===== src/rtl/counter_updown_mod_if.sv =====
// Control and status bundle for counter_updown_mod.
// The driver of CE/SLOAD/LOAD/D/UP takes the master side, and the counter takes the slave side.
interface counter_updown_mod_if #(
  parameter int unsigned WIDTH = 4
);
  logic             CE;
  logic             SLOAD;
  logic             LOAD;
  logic [WIDTH-1:0] D;
  logic             UP;
  logic [WIDTH-1:0] Q;
  logic             TC;
  logic             WRAP;

  modport master (
    output CE, SLOAD, LOAD, D, UP,
    input  Q, TC, WRAP
  );

  modport slave (
    input  CE, SLOAD, LOAD, D, UP,
    output Q, TC, WRAP
  );
endinterface


===== src/rtl/counter_updown_mod.sv =====
// Up/down modulo-MODULUS counter with async clear, enable, constant/data loads,
// combinational terminal count and a registered one-cycle wrap flag.
module counter_updown_mod #(
  parameter int unsigned     WIDTH       = 4,
  parameter longint unsigned MODULUS     = 16,
  parameter int unsigned     LOAD_CONST  = 10,
  parameter int unsigned     RESET_VALUE = 0
) (
  input  logic                 C,
  input  logic                 CLRN,
  counter_updown_mod_if.slave  cnt
);

  // MODULUS may equal 2^WIDTH, so only MODULUS-1 is ever formed at WIDTH bits.
  localparam logic [WIDTH-1:0] MAX_Q   = WIDTH'(MODULUS - 1);
  localparam logic [WIDTH-1:0] LOAD_Q  = WIDTH'(LOAD_CONST);
  localparam logic [WIDTH-1:0] RESET_Q = WIDTH'(RESET_VALUE);

  logic [WIDTH-1:0] q_q, q_d;
  logic             wrap_q;
  logic             at_end;
  logic             tc;

  assign at_end = cnt.UP ? (q_q == MAX_Q) : (q_q == '0);
  assign tc     = cnt.CE & ~cnt.SLOAD & ~cnt.LOAD & at_end;

  // NOTE: q_d gets a default before any branch so no path leaves it unassigned (no latch).
  always_comb begin
    q_d = q_q;
    if (cnt.SLOAD) begin
      q_d = LOAD_Q;
    end else if (cnt.LOAD) begin
      q_d = (cnt.D > MAX_Q) ? MAX_Q : cnt.D;
    end else if (cnt.CE) begin
      if (cnt.UP) q_d = (q_q == MAX_Q) ? '0 : q_q + WIDTH'(1);
      else        q_d = (q_q == '0) ? MAX_Q : q_q - WIDTH'(1);
    end
  end

  // NOTE: state registers use non-blocking assignment so every flop samples pre-edge values.
  always_ff @(posedge C or negedge CLRN) begin
    if (!CLRN) begin
      q_q    <= RESET_Q;
      wrap_q <= 1'b0;
    end else begin
      q_q    <= q_d;
      wrap_q <= tc;
    end
  end

  assign cnt.Q    = q_q;
  assign cnt.TC   = tc;
  assign cnt.WRAP = wrap_q;

endmodule


===== src/flat_wrapper.sv =====
// flat-port wrapper written by rule: the top's interface ports become plain ports
module counter_updown_mod_flat 
#(
  parameter int unsigned     WIDTH       = 4,
  parameter longint unsigned MODULUS     = 16,
  parameter int unsigned     LOAD_CONST  = 10,
  parameter int unsigned     RESET_VALUE = 0
)
  (C, CLRN, cnt_CE, cnt_SLOAD, cnt_LOAD, cnt_D, cnt_UP, cnt_Q, cnt_TC, cnt_WRAP);
  counter_updown_mod_if #(.WIDTH(WIDTH)) cnt_i ();
  input  logic C;
  input  logic CLRN;
  input wire logic [$bits(cnt_i.CE)-1:0] cnt_CE;
  input wire logic [$bits(cnt_i.SLOAD)-1:0] cnt_SLOAD;
  input wire logic [$bits(cnt_i.LOAD)-1:0] cnt_LOAD;
  input wire logic [$bits(cnt_i.D)-1:0] cnt_D;
  input wire logic [$bits(cnt_i.UP)-1:0] cnt_UP;
  output wire logic [$bits(cnt_i.Q)-1:0] cnt_Q;
  output wire logic [$bits(cnt_i.TC)-1:0] cnt_TC;
  output wire logic [$bits(cnt_i.WRAP)-1:0] cnt_WRAP;
  assign cnt_i.CE = cnt_CE;
  assign cnt_i.SLOAD = cnt_SLOAD;
  assign cnt_i.LOAD = cnt_LOAD;
  assign cnt_i.D = cnt_D;
  assign cnt_i.UP = cnt_UP;
  assign cnt_Q = cnt_i.Q;
  assign cnt_TC = cnt_i.TC;
  assign cnt_WRAP = cnt_i.WRAP;
  counter_updown_mod #(.WIDTH(WIDTH), .MODULUS(MODULUS), .LOAD_CONST(LOAD_CONST), .RESET_VALUE(RESET_VALUE)) u_core (.C(C), .CLRN(CLRN), .cnt(cnt_i));
endmodule

===== config.mk =====
export PLATFORM = sky130hd
export DESIGN_NAME = counter_updown_mod_flat
export DESIGN_NICKNAME = d
export VERILOG_FILES = /design/src/rtl/counter_updown_mod_if.sv /design/src/rtl/counter_updown_mod.sv /design/src/flat_wrapper.sv
export SDC_FILE = /design/constraint.sdc
export NUM_CORES = 1
export LEC_CHECK = 0
export ABC_AREA = 1
export CAP_MARGIN = 10
export CORE_AREA = 2 2 39 41
export DETAILED_ROUTE_END_ITERATION = 7
export DIE_AREA = 0 0 41 43
export MAX_ROUTING_LAYER = met4
export PLACE_DENSITY = 0.71
export SYNTH_ARGS = -nofsm -noshare
export SYNTH_HDL_FRONTEND = slang
export SYNTH_SLANG_ARGS = --single-unit
export TNS_END_PERCENT = 1

===== constraint.sdc =====
create_clock -name C -period 3.6 [get_ports C]
set_input_delay 1.08 -clock C [delete_from_list [all_inputs] [get_ports C]]
set_output_delay 1.08 -clock C [all_outputs]
set_load 0.005 [all_outputs]

==> out/metrics.yaml, run 1 <==
detailed_routing:
  dr.pass1.iters: 2
  via_per_inst: 4.61
  ant_nets: 0
  wirelength_um: 899
  drcViolationCount: 0
  drtIter0Drc: 5
  vias: 429
  route.detailed.wl_per_inst_um: 9.67
synthesis:
  syn-num-nets: 66
  ys_ff_latch: 5
  syn_area_per_cell_um2: 7.37
  synth_cell_types: 22
  yosys_warnings: 0
  syn_inst: 54
  ys_seq_area_share_pct: 31.4
  synthesis.area_um2: 398
finish:
  area_growth_syn_to_layout_pct: 56.6
  register_area_um2: 125
  layout_commonest_cell: "clkdlybuf4s50_1"
  final_cell_mix: "clkdlybuf4s50_1 (14), nand2_1 (10), inv_1 (7)"
  layout-drive-gt1-share_pct: 19.5
  num-nets-final: 90
  post-route-util_pct: 45.0
  multi_input_area_um2: 239
  n_fill_cell: 148
  insertedDiodeCount: 0
placement:
  io_buffers: 15
  place_congestion: 0.766
  dp.final_hpwl_um: 755
  dp_slack_ps: 13.3
global_routing:
  grt_pass1_vias: 417
  antenna_found_initial: 0
  grt_usage_pct: 13.0
  grt_start_max_net_pins: 7
  grt_pass1_wl_mm: 1.52
  grt_overflow: 0
die:
  initial_core_util_pct: 28.8
  die_w_um: 41
  die-area_um2: 1760
  die_y_um: 43
  rows: 14
  ios: 16
  core_um2: 1380
status:
  status: "completed"
worst_hold_path:
  min_delay_path_depth: 2
  hp-class: "reg2reg"
critical_path:
  cp-endpoint: "cnt_TC"
  worstReg2RegStart: "u_core.cnt.Q[0]"
  critPathMaxFanout: 3
  critPathKind: "in2out"
  reg2regPathDepth: 7
  worstPathRequired_ps: 2520
  crit_chain: "clkdlybuf4s50_1 > inv_2 > nand4_1 > o21ai_1 > and3_1 > dlygate4sd2_1"
  worstPathArrival_ps: 2250
  endpoint_kind: "primary output"
  crit_start: "cnt_UP"
  r2r_end: "u_core.cnt.Q[3]"
  worstSetupPathDepth: 6
  rrSetupSlack_ps: 2230
  critical-path-slowest-cell: "clkdlybuf4s50_1"
  crit_buf_inv: 3
  crit_path_max_incr_delay_ps: 500
  startpoint_type: "input pin"
  path_delay_family: "buffers and inverters"
cts:
  numCtsBuffers: 3
  clkTransAtPathRegs_ps: 40
  cts-root-buf: "clkbuf_4"
  cts_max_level: 1
  cts_tree: "done"
  clk_latency_ps: 240
  clock_path_buffers: 2
  cts-hold-fix-buffers: 0
  cts.sinks: 5
sta:
  hold_slack_ps: 636
  setup_violations: 0
  max_freq_ghz: 0.300
  fin_ws_ps: 267
  worst_pin_slew_ps: 248
  hold_viol: 0
  finalCritPeriodShare_pct: 92.6
  slew_viol_final: 0
  fin_skew_ps: 4.33
  rsz0062_at_grt: "no"
  post-route-min-period_ps: 3330
  max-slew-margin-rel_pct: 83.3
pwr:
  leakagePower_nw: 0.290
  total_power_mw: 0.196
  ir_worst_vdd_mv: 0.191
  power.density_nw_per_um2: 314
flow_run:
  maxCapViolCount: 0
layout make-up:
type / count / share of cell area (%)
Clock buffer: 4 / 4.22
Timing Repair Buffer: 19 / 28.7
Tap cell: 16 / 3.21
Inverter: 9 / 5.42
Sequential cell: 5 / 20.1
Multi-Input combinational cell: 40 / 38.4
what timing repair did:
action                                  CTS  global route
resized for setup                         2             0
buffers inserted                          0             0
endpoints found under the setup margin    1             0
report_power, final:
group | internal [mW] | total, mW | switching (mW)
Clock | 0.0418 | 0.0637 | 0.0219
Combinational | 0.0350 | 0.0637 | 0.0287
Sequential | 0.0612 | 0.0684 | 0.00722
sequential cells by signal, summed over array words and instances, names as in the netlist:
register,cells
u_core.cnt.Q,4
u_core.cnt.WRAP,1
through the flow:
| step | TNS (ps) | cell area, um^2 | instances |
|---|---|---|---|
| global placement | -5.31 | 598 | 89 |
| CTS | 0 | 623 | 93 |
| detailed placement | 0 | 598 | 89 |
| floorplan | 0 | 398 | 54 |
| finish | 0 | 623 | 93 |
| global route | 0 | 623 | 93 |
layer usage:
layer  routed length, um  global-route usage [%]  vias to the layer above
met5                   0                       -                        -
met4                   0                    6.00                        0
met3                  31                    3.14                        0
met2                 457                    19.1                       10
met1                 410                    16.3                      191
li1                    -                       -                      228
tightest hold or removal path, cell delays in order (launching register included):
cell	delay, ps
dfrtp_1	420
nor2_1	80
a21oi_2	90
cell families (layout without fill, tap and decap cells):
| family | Yosys count | count (layout) | share of synthesized area [%] |
|---|---|---|---|
| AND/OR/NAND/NOR | 26 | 26 | 32.1 |
| buffers and inverters | 9 | 32 | 8.49 |
| adder cells (fa/ha/maj) | 2 | 2 | 6.29 |
| flip-flops | 5 | 5 | 31.4 |
| AO/OA/AOI/OAI | 11 | 11 | 19.5 |
| XOR/XNOR | 1 | 1 | 2.20 |
Yosys cell counts:
master / instances / area (um^2)
a32oi_1: 1 / 8.76
inv_1: 7 / 26.3
and3_1: 1 / 6.26
dfrtp_1: 5 / 125
nand2_1: 10 / 37.5
inv_2: 2 / 7.51
nor2_4: 1 / 11.3
nor2_2: 1 / 6.26
o21ai_0: 1 / 5.00
o21a_1: 1 / 7.51
nand3_1: 6 / 30.0
a21oi_1: 1 / 5.00
xnor2_1: 1 / 8.76
o22ai_2: 1 / 12.5
ha_1: 2 / 25.0
nor2_1: 3 / 11.3
o211ai_1: 1 / 7.51
a211oi_1: 1 / 7.51
a21oi_2: 1 / 8.76
nand2_2: 2 / 12.5
nand4_1: 2 / 12.5
o21ai_1: 3 / 15.0
how the worst min path moves through the flow:
| stage | from | end | slack, ps |
|---|---|---|---|
| 3_3_place_gp | u_core.cnt.Q[3] | u_core.cnt.Q[3] | 630 |
| 2_1_floorplan | u_core.cnt.Q[1] | u_core.cnt.Q[1] | 590 |
| 6_report | u_core.cnt.Q[3] | u_core.cnt.Q[3] | 640 |
| 5_1_grt | u_core.cnt.Q[3] | u_core.cnt.Q[3] | 670 |
| 4_1_cts | u_core.cnt.Q[3] | u_core.cnt.Q[3] | 640 |
| 3_5_place_dp | u_core.cnt.Q[3] | u_core.cnt.Q[3] | 640 |
No activity file was read; power rests on OpenSTA's default activity.
==> inputs of run 2 (changes only) <==
PLACE_DENSITY = 0.73   (was 0.71)
clock period = 2.7 ns   (was 3.6 ns; I/O delays follow)
==> run 2 against run 1 <==
Cell area grew 3.4%. Clock-buffer cell count is the same. Wire length grew 7.6%. Worst hold slack gained 12 ps.
==> out/metrics.yaml, run 2 (synthesis gave the netlist of run 1 again) <==
critical_path:
  endpoint_kind: "primary output"  # unchanged
  rrSetupSlack_ps: 1310  # was 2230 ps
  critPathMaxFanout: 2  # was 3
  critPathKind: "in2out"  # unchanged
  reg2regPathDepth: 7  # unchanged
  worstPathArrival_ps: 1810  # was 2250 ps
  worstPathRequired_ps: 1890  # was 2520 ps
  worstReg2RegStart: "u_core.cnt.Q[0]"  # unchanged
  r2r_end: "u_core.cnt.Q[0]"  # was u_core.cnt.Q[3]
  startpoint_type: "input pin"  # unchanged
pwr:
  power.density_nw_per_um2: 410  # was 314 nW/um^2
  leakagePower_nw: 0.306  # was 0.290 nW
  total_power_mw: 0.264  # was 0.196 mW
  ir_worst_vdd_mv: 0.252  # was 0.191 mV
global_routing:
  grt_usage_pct: 14.5  # was 13.0%
  grt_pass1_vias: 445  # was 417
  grt_overflow: 0  # unchanged
  grt_util_met3_pct: 2.09  # was 3.14%
  antenna_found_initial: 0  # unchanged
  grt_pass1_wl_mm: 1.70  # was 1.52 mm
  met1_usage_pct: 16.8  # was 16.3%
  grtUsageMet2_pct: 22.8  # was 19.1%
  grt-busiest-layer: "met2"  # unchanged
  grt_start_max_net_pins: 7  # unchanged
die:
  die_w_um: 41  # unchanged
  die_y_um: 43  # unchanged
  ios: 16  # unchanged
  rows: 14  # unchanged
  initial_core_util_pct: 28.8  # unchanged
  core_um2: 1380  # unchanged
  die-area_um2: 1760  # unchanged
sta:
  rsz0062_at_grt: "no"  # unchanged
  max_freq_ghz: 0.382
  hold_viol: 0  # unchanged
  slew_viol_final: 0  # unchanged
  max-slew-margin-rel_pct: 82.9  # was 83.3%
  fin_skew_ps: 0.534  # was 4.33 ps
  worst_pin_slew_ps: 255  # was 248 ps
  post-route-min-period_ps: 2620
  finalCritPeriodShare_pct: 96.9
  setup_violations: 0  # unchanged
detailed_routing:
  route.detailed.wl_per_inst_um: 10.1  # was 9.67 um
  ant_nets: 0  # unchanged
  drtIter0Drc: 8  # was 5
  vias: 448  # was 429
  dr.pass1.iters: 4  # was 2
  drcViolationCount: 0  # unchanged
  via_per_inst: 4.67  # was 4.61
  wirelength_um: 967  # was 899 um
cts:
  numCtsBuffers: 3  # unchanged
  cts-hold-fix-buffers: 0  # unchanged
  clk_latency_ps: 230  # was 240 ps
  cts_resized: 3  # was 2
  clkTransAtPathRegs_ps: 40  # about the same
  clock_path_buffers: 2  # unchanged
  postCtsSetupRepairBufs: 0  # unchanged
  cts_tree: "done"  # unchanged
  cts.sinks: 5  # unchanged
  cts_max_level: 1  # unchanged
  cts-root-buf: "clkbuf_4"  # unchanged
finish:
  layout-drive-gt1-share_pct: 22.5  # was 19.5%
  layout_commonest_cell: "clkdlybuf4s50_1"  # unchanged
  n_fill_cell: 152  # was 148
  insertedDiodeCount: 0  # unchanged
  stdcell_area_um2: 644  # was 623 um^2
  area_growth_syn_to_layout_pct: 61.9  # was 56.6%
  num-nets-final: 93  # was 90
  largest_reg_flops: 4  # unchanged
  final_cell_mix: "clkdlybuf4s50_1 (13), nand2_1 (10), inv_1 (7), buf_4 (7), nand3_1 (6)"  # was clkdlybuf4s50_1 (14), nand2_1 (10), inv_1 (7)
worst_hold_path:
  min-delay-start: "u_core.cnt.Q[1]"  # was u_core.cnt.Q[3]
  min_to: "u_core.cnt.Q[1]"  # was u_core.cnt.Q[3]
  hp-class: "reg2reg"  # unchanged
  min_delay_path_depth: 2  # unchanged
placement:
  io_buffers: 15  # unchanged
  place_area_um2: 621  # was 598 um^2
  place_congestion: 0.851  # was 0.766
  dp.final_hpwl_um: 821  # was 755 um
flow_run:
  maxCapViolCount: 0  # unchanged
status:
  status: "completed"  # unchanged
==> run 2: cell count changes in the layout (fill, tap and decap cells not counted) <==
cell / delta
buf_4: +3
dlygate4sd2_1: +1
clkdlybuf4s50_1: -1
==> run 2: worst max path at each step <==
| stage | startpoint | to |
|---|---|---|
| 2_1_floorplan | cnt_UP | cnt_TC |
| 3_3_place_gp | cnt_UP | cnt_TC |
| 3_5_place_dp | cnt_UP | cnt_TC |
| 4_1_cts | cnt_SLOAD | cnt_TC |
| 5_1_grt | cnt_SLOAD | cnt_TC |
| 6_report | cnt_SLOAD | cnt_TC |
==> run 2: critical path, cell delays in order <==
cell	delay (ps)
clkdlybuf4s50_1	420
nor2_1	150
and3_1	190
dlygate4sd2_1	240
==> run 2: power by group <==
part	total, mW	switching [mW]	internal [mW]
sequential	0.0914	0.00981	0.0816
clock	0.0837	0.0280	0.0557
combinational	0.0890	0.0400	0.0490
==> run 2: area by class of cell <==
cell class / count / area, um^2 / area share (%)
multi-input combinational: 40 / 239 / 37.1
clock buffer: 4 / 26.3 / 4.08
sequential: 5 / 125 / 19.4
inverter: 9 / 33.8 / 5.24
timing repair buffer: 22 / 200 / 31.1
tap: 16 / 20.0 / 3.11
==> run 2: layer usage <==
metal	up-vias	part of all wire, %
met1	202	43
met3	0	4.4
met4	0	0
li1	233	-
met2	13	53
met5	-	0
==> run 2: per-stage QoR <==
stage	std cells	TNS, ps	utilization (%)	setup slack, ps	hold slack, ps
after floorplan	54	0	-	640	514
after global placement	92	-351	44.8	-351	629
after detailed placement	92	-335	44.8	-335	640
after CTS	96	0	46.6	78.1	646
after global routing	96	0	46.6	10.6	686
final	96	0	46.6	84.7	648
==> inputs of run 3 (changes only) <==
REMOVE_ABC_BUFFERS = 1   (was unset)
==> results of run 3 <==
No change in the layout: final DEF, timing and power equal those of run 2.
